`src/rtl/uart_rx_frame_timer.sv`:
```
// uart_rx_frame_timer: oversampling edge/bit counter emitting majority-sample, bit-end and frame-done strobes
module uart_rx_frame_timer #(
  parameter int PRESC_W = 6,
  parameter int BIT_W = 4
) (
  input  logic               CLK,
  input  logic               RST,
  input  logic               enable,
  input  logic               clear,
  input  logic [PRESC_W-1:0] Prescale,
  input  logic [BIT_W-1:0]   frame_len,
  output logic [PRESC_W-1:0] edge_cnt,
  output logic [BIT_W-1:0]   bit_cnt,
  output logic               busy,
  output logic               sample_tick,
  output logic               vote_tick,
  output logic               bit_tick,
  output logic               frame_done
);
  typedef enum logic {IDLE, COUNT} state_t;
  state_t state, state_nx;
  logic [PRESC_W-1:0] p_q, p_nx, edge_nx, mid;
  logic [BIT_W-1:0] l_q, l_nx, bit_nx;
  logic run;
  always_comb begin
    run = state == COUNT && enable && !clear;
    mid = p_q >> 1;
    sample_tick = run && (edge_cnt == mid - PRESC_W'(1) || edge_cnt == mid || edge_cnt == mid + PRESC_W'(1));
    vote_tick = run && edge_cnt == mid + PRESC_W'(1);
    bit_tick = run && edge_cnt == p_q - PRESC_W'(1);
    frame_done = bit_tick && bit_cnt == l_q - BIT_W'(1);
    state_nx = state;
    edge_nx = edge_cnt;
    bit_nx = bit_cnt;
    p_nx = p_q;
    l_nx = l_q;
    if (clear) begin
      state_nx = IDLE;
      edge_nx = '0;
      bit_nx = '0;
    end else if (state == IDLE && enable) begin
      state_nx = COUNT;
      edge_nx = '0;
      bit_nx = '0;
      p_nx = Prescale < PRESC_W'(4) ? PRESC_W'(4) : Prescale;
      l_nx = frame_len < BIT_W'(2) ? BIT_W'(2) : frame_len;
    end else if (run) begin
      edge_nx = bit_tick ? '0 : edge_cnt + PRESC_W'(1);
      bit_nx = frame_done ? '0 : bit_tick ? bit_cnt + BIT_W'(1) : bit_cnt;
      state_nx = frame_done ? IDLE : COUNT;
    end
  end
  always_ff @(posedge CLK or negedge RST) begin
    if (!RST) begin
      state <= IDLE;
      edge_cnt <= '0;
      bit_cnt <= '0;
      p_q <= '0;
      l_q <= '0;
      busy <= 1'b0;
    end else begin
      state <= state_nx;
      edge_cnt <= edge_nx;
      bit_cnt <= bit_nx;
      p_q <= p_nx;
      l_q <= l_nx;
      busy <= state_nx == COUNT;
    end
  end
endmodule

```
`config.mk`:
```
export PLATFORM = sky130hd
export DESIGN_NAME = uart_rx_frame_timer
export DESIGN_NICKNAME = d
export VERILOG_FILES = /design/src/rtl/uart_rx_frame_timer.sv
export SDC_FILE = /design/constraint.sdc
export NUM_CORES = 1
export LEC_CHECK = 0
export CAP_MARGIN = 25
export CORE_MARGIN = 4
export CORE_UTILIZATION = 35
export DETAILED_ROUTE_END_ITERATION = 10
export RECOVER_POWER = 25
export SYNTH_ARGS = -nofsm -noshare
export SYNTH_HDL_FRONTEND = slang
export SYNTH_SLANG_ARGS = --single-unit
```
`constraint.sdc`:
```
create_clock -name CLK -period 5.4 [get_ports CLK]
set_input_delay 1.08 -clock CLK [delete_from_list [all_inputs] [get_ports CLK]]
set_output_delay 1.08 -clock CLK [all_outputs]
set_load 0.1 [all_outputs]
```
==> flow_summary_export.csv <==
group,metric,value,unit
finish,fin_area,1910,µm²
global_routing,grt_overflow_total,0,
logic_synthesis,synth_warnings,0,
placement,dpl.hpwl,2.74,mm
floorplan,die_y,75.7,µm
logic_synthesis,synth_area_leaders,"dfrtp_1, xor2_1, xnor2_1",
setup_path,crit_family,"buffers and inverters",
floorplan,fp-row-count,24,
detailed_routing,ant_nets,0,
finish,syn_to_final_growth,19.2,%
power,ir_worst_vdd,0.000133,V
setup_path,crit_required,4.32,ns
setup_path,crit_chain,"clkdlybuf4s50_1 -> nand3b_1 -> nor3_4 -> o221ai_2 -> nor3_1 -> buf_4",
setup_path,crit_arrival,3.17,ns
sta,fin_crit,4.25,ns
clocking,cts_tree,"done",
logic_synthesis,synth_common_cells,"dfrtp_1, nor3_1, xor2_1, xnor2_1, nor2_1",
logic_synthesis,ys_ff_latch,21,
clocking,cts_resized,0,
floorplan,dieWidth,75.7,µm
setup_path,slowest_stage,"clkdlybuf4s50_1",
logic_synthesis,synth_area,1610,µm²
logic_synthesis,synth.net_count,195,
sta,worst_pin_slew,0.977,ns
detailed_routing,wl,3.64,mm
power,powerDensity,231,nW/µm²
logic_synthesis,postSynthCellCount,174,
clocking,htreeDepth,1,
finish,insertedDiodeCount,0,
power,p_leak,0.793,nW
hold_path,min_path_type,"flip-flop to flip-flop",
finish,nets,216,
global_routing,grt_max_degree,22,
power,power,0.442,mW
setup_path,endpoint_kind,"primary output",
sta,fmax,236,MHz
logic_synthesis,synth_edf_count,0,
logic_synthesis,synth_top_area_share,32.7,%
global_routing,grt_pass1_wl,6.29,mm
clocking,clock_latency,0.26,ns
sta,hold_viol,0,
detailed_routing,via_count,1320,
placement,portBuffers,28,
setup_path,startpoint_type,"input port",
clocking,cts_setup_buffers,0,
floorplan,num_io_pins,29,
detailed_routing,firstDrtPassIters,4,
logic_synthesis,synth_top_area_cell,"dfrtp_1",
detailed_routing,drtIter0Drc,84,
flow_run,maxCapViolCount,0,
logic_synthesis,synth_most_common_cell,"dfrtp_1",
sta,period_share,78.6,%
global_routing,grt_pass1_vias,1394,
finish,drive_above_1_share,9.79,%
finish,fill_cells,427,
clocking,ctsHoldBuffers,0,
status,status,"complete, no violations",
sta,slew_headroom,34.6,%
sta,finalMaxSlewViolations,0,
setup_path,path_max_fanout,12,
logic_synthesis,yosysSeqAreaShare,32.7,%
placement,place_area,1870,µm²
sta,fin_hold_ws,0.537,ns
placement,dp_slack,1.19,ns
sta,worst_slack,1.15,ns
sta,setup_violations,0,
clocking,cts_root_buf,"clkbuf_8",
clocking,cts_buffer_depth,2,
clocking,cts_made_buffers,3,
global_routing,grt_use_total,14.0,%
sta,rsz0062_at_grt,"no",
logic_synthesis,synth_ff_type,"dfrtp_1",
logic_synthesis,syn_area_per_cell,9.23,µm²
setup_path,path_class,"input port to primary output",
setup_path,slowest_delay,0.58,ns
logic_synthesis,async_reset_ff_share,100,%
detailed_routing,wl_per_cell,14.8,µm
setup_path,cp_num_buf_inv,2,
detailed_routing,drc_errors,0,
clocking,cts.reportedPaths.clkPinSlew,0.07,ns
logic_synthesis,synth.distinct_cells,47,
sta,setup_tns,0,ns
floorplan,initial_core_util,36.6,%
floorplan,core,4380,µm²
detailed_routing,avgViaCountPerCell,5.37,
global_routing,antenna_found_initial,0,
clocking,cts_sinks,21,
placement,gp_congestion,0.896,
floorplan,dieArea,5730,µm²
sta,skew,0.00285,ns
-- sequential cells by signal (all words and copies together), names as in the netlist --
| register | count |
|---|---|
| l_q | 4 |
| edge_cnt | 6 |
| p_q | 6 |
| state | 1 |
| bit_cnt | 4 |
-- path summary, 6_finish.rpt --
path	start	to	slack, ns	cells after the start
worst max-delay path	clear	frame_done	1.15	6
worst min-delay path	l_q[3]	l_q[3]	0.54	1
worst max register to register	p_q[2]	bit_cnt[0]	2.97	7
worst min register to register	l_q[3]	l_q[3]	0.54	1
max in group asynchronous	RST	p_q[3]	3.40	1
min in group asynchronous	RST	edge_cnt[1]	1.42	1
-- cells by family (layout without fill, tap and decap cells) --
group	count (synthesis)	after routing	synth area share, %
flops	21	21	32.7
simple gates	62	62	21.7
buf+inv	19	39	6.16
xor+xnor	26	26	15.0
compound gates	34	34	15.4
mux	5	5	3.51
fa+ha+maj	7	7	5.46
-- cells in the final DEF (no fill, tap or decap), drive strengths merged, types with 4 or more instances in the layout --
cell type,count
clkdlybuf4s50,23
dfrtp,21
nor3,14
xor2,13
xnor2,12
nor2,11
nand2,10
inv,7
a21oi,7
o21ai,7
ha,7
mux2,5
and3,4
nand2b,4
nand3,4
buf,4
clkbuf,4
a22o,4
-- stage by stage --
step,std cells,util (%)
2_1_floorplan,174,-
3_3_place_gp,242,42.6
4_1_cts,246,43.6
6_report,246,43.6
3_5_place_dp,242,42.6
5_1_grt,246,43.6
-- routing by layer --
metal,up-vias,share of wire [%],global-route usage (%)
li1,655,-,-
met5,-,0,0
met3,4,4.3,3.56
met2,33,49,24.2
met4,0,0.66,3.11
met1,628,46,17.7
-- final cells by class --
type	count	area (µm²)	area share [%]
Multi-Input combinational cell	134	981	51.3
Sequential cell	21	526	27.5
Clock buffer	4	45.0	2.35
Timing Repair Buffer	28	270	14.1
Inverter	7	26.3	1.37
Tap cell	52	65.1	3.40
-- power by group --
group          internal (mW)  switching (mW)
clock                 0.0526          0.0520
combinational         0.0645          0.0768
sequential             0.171          0.0253
(Power assumes the default switching activity.)
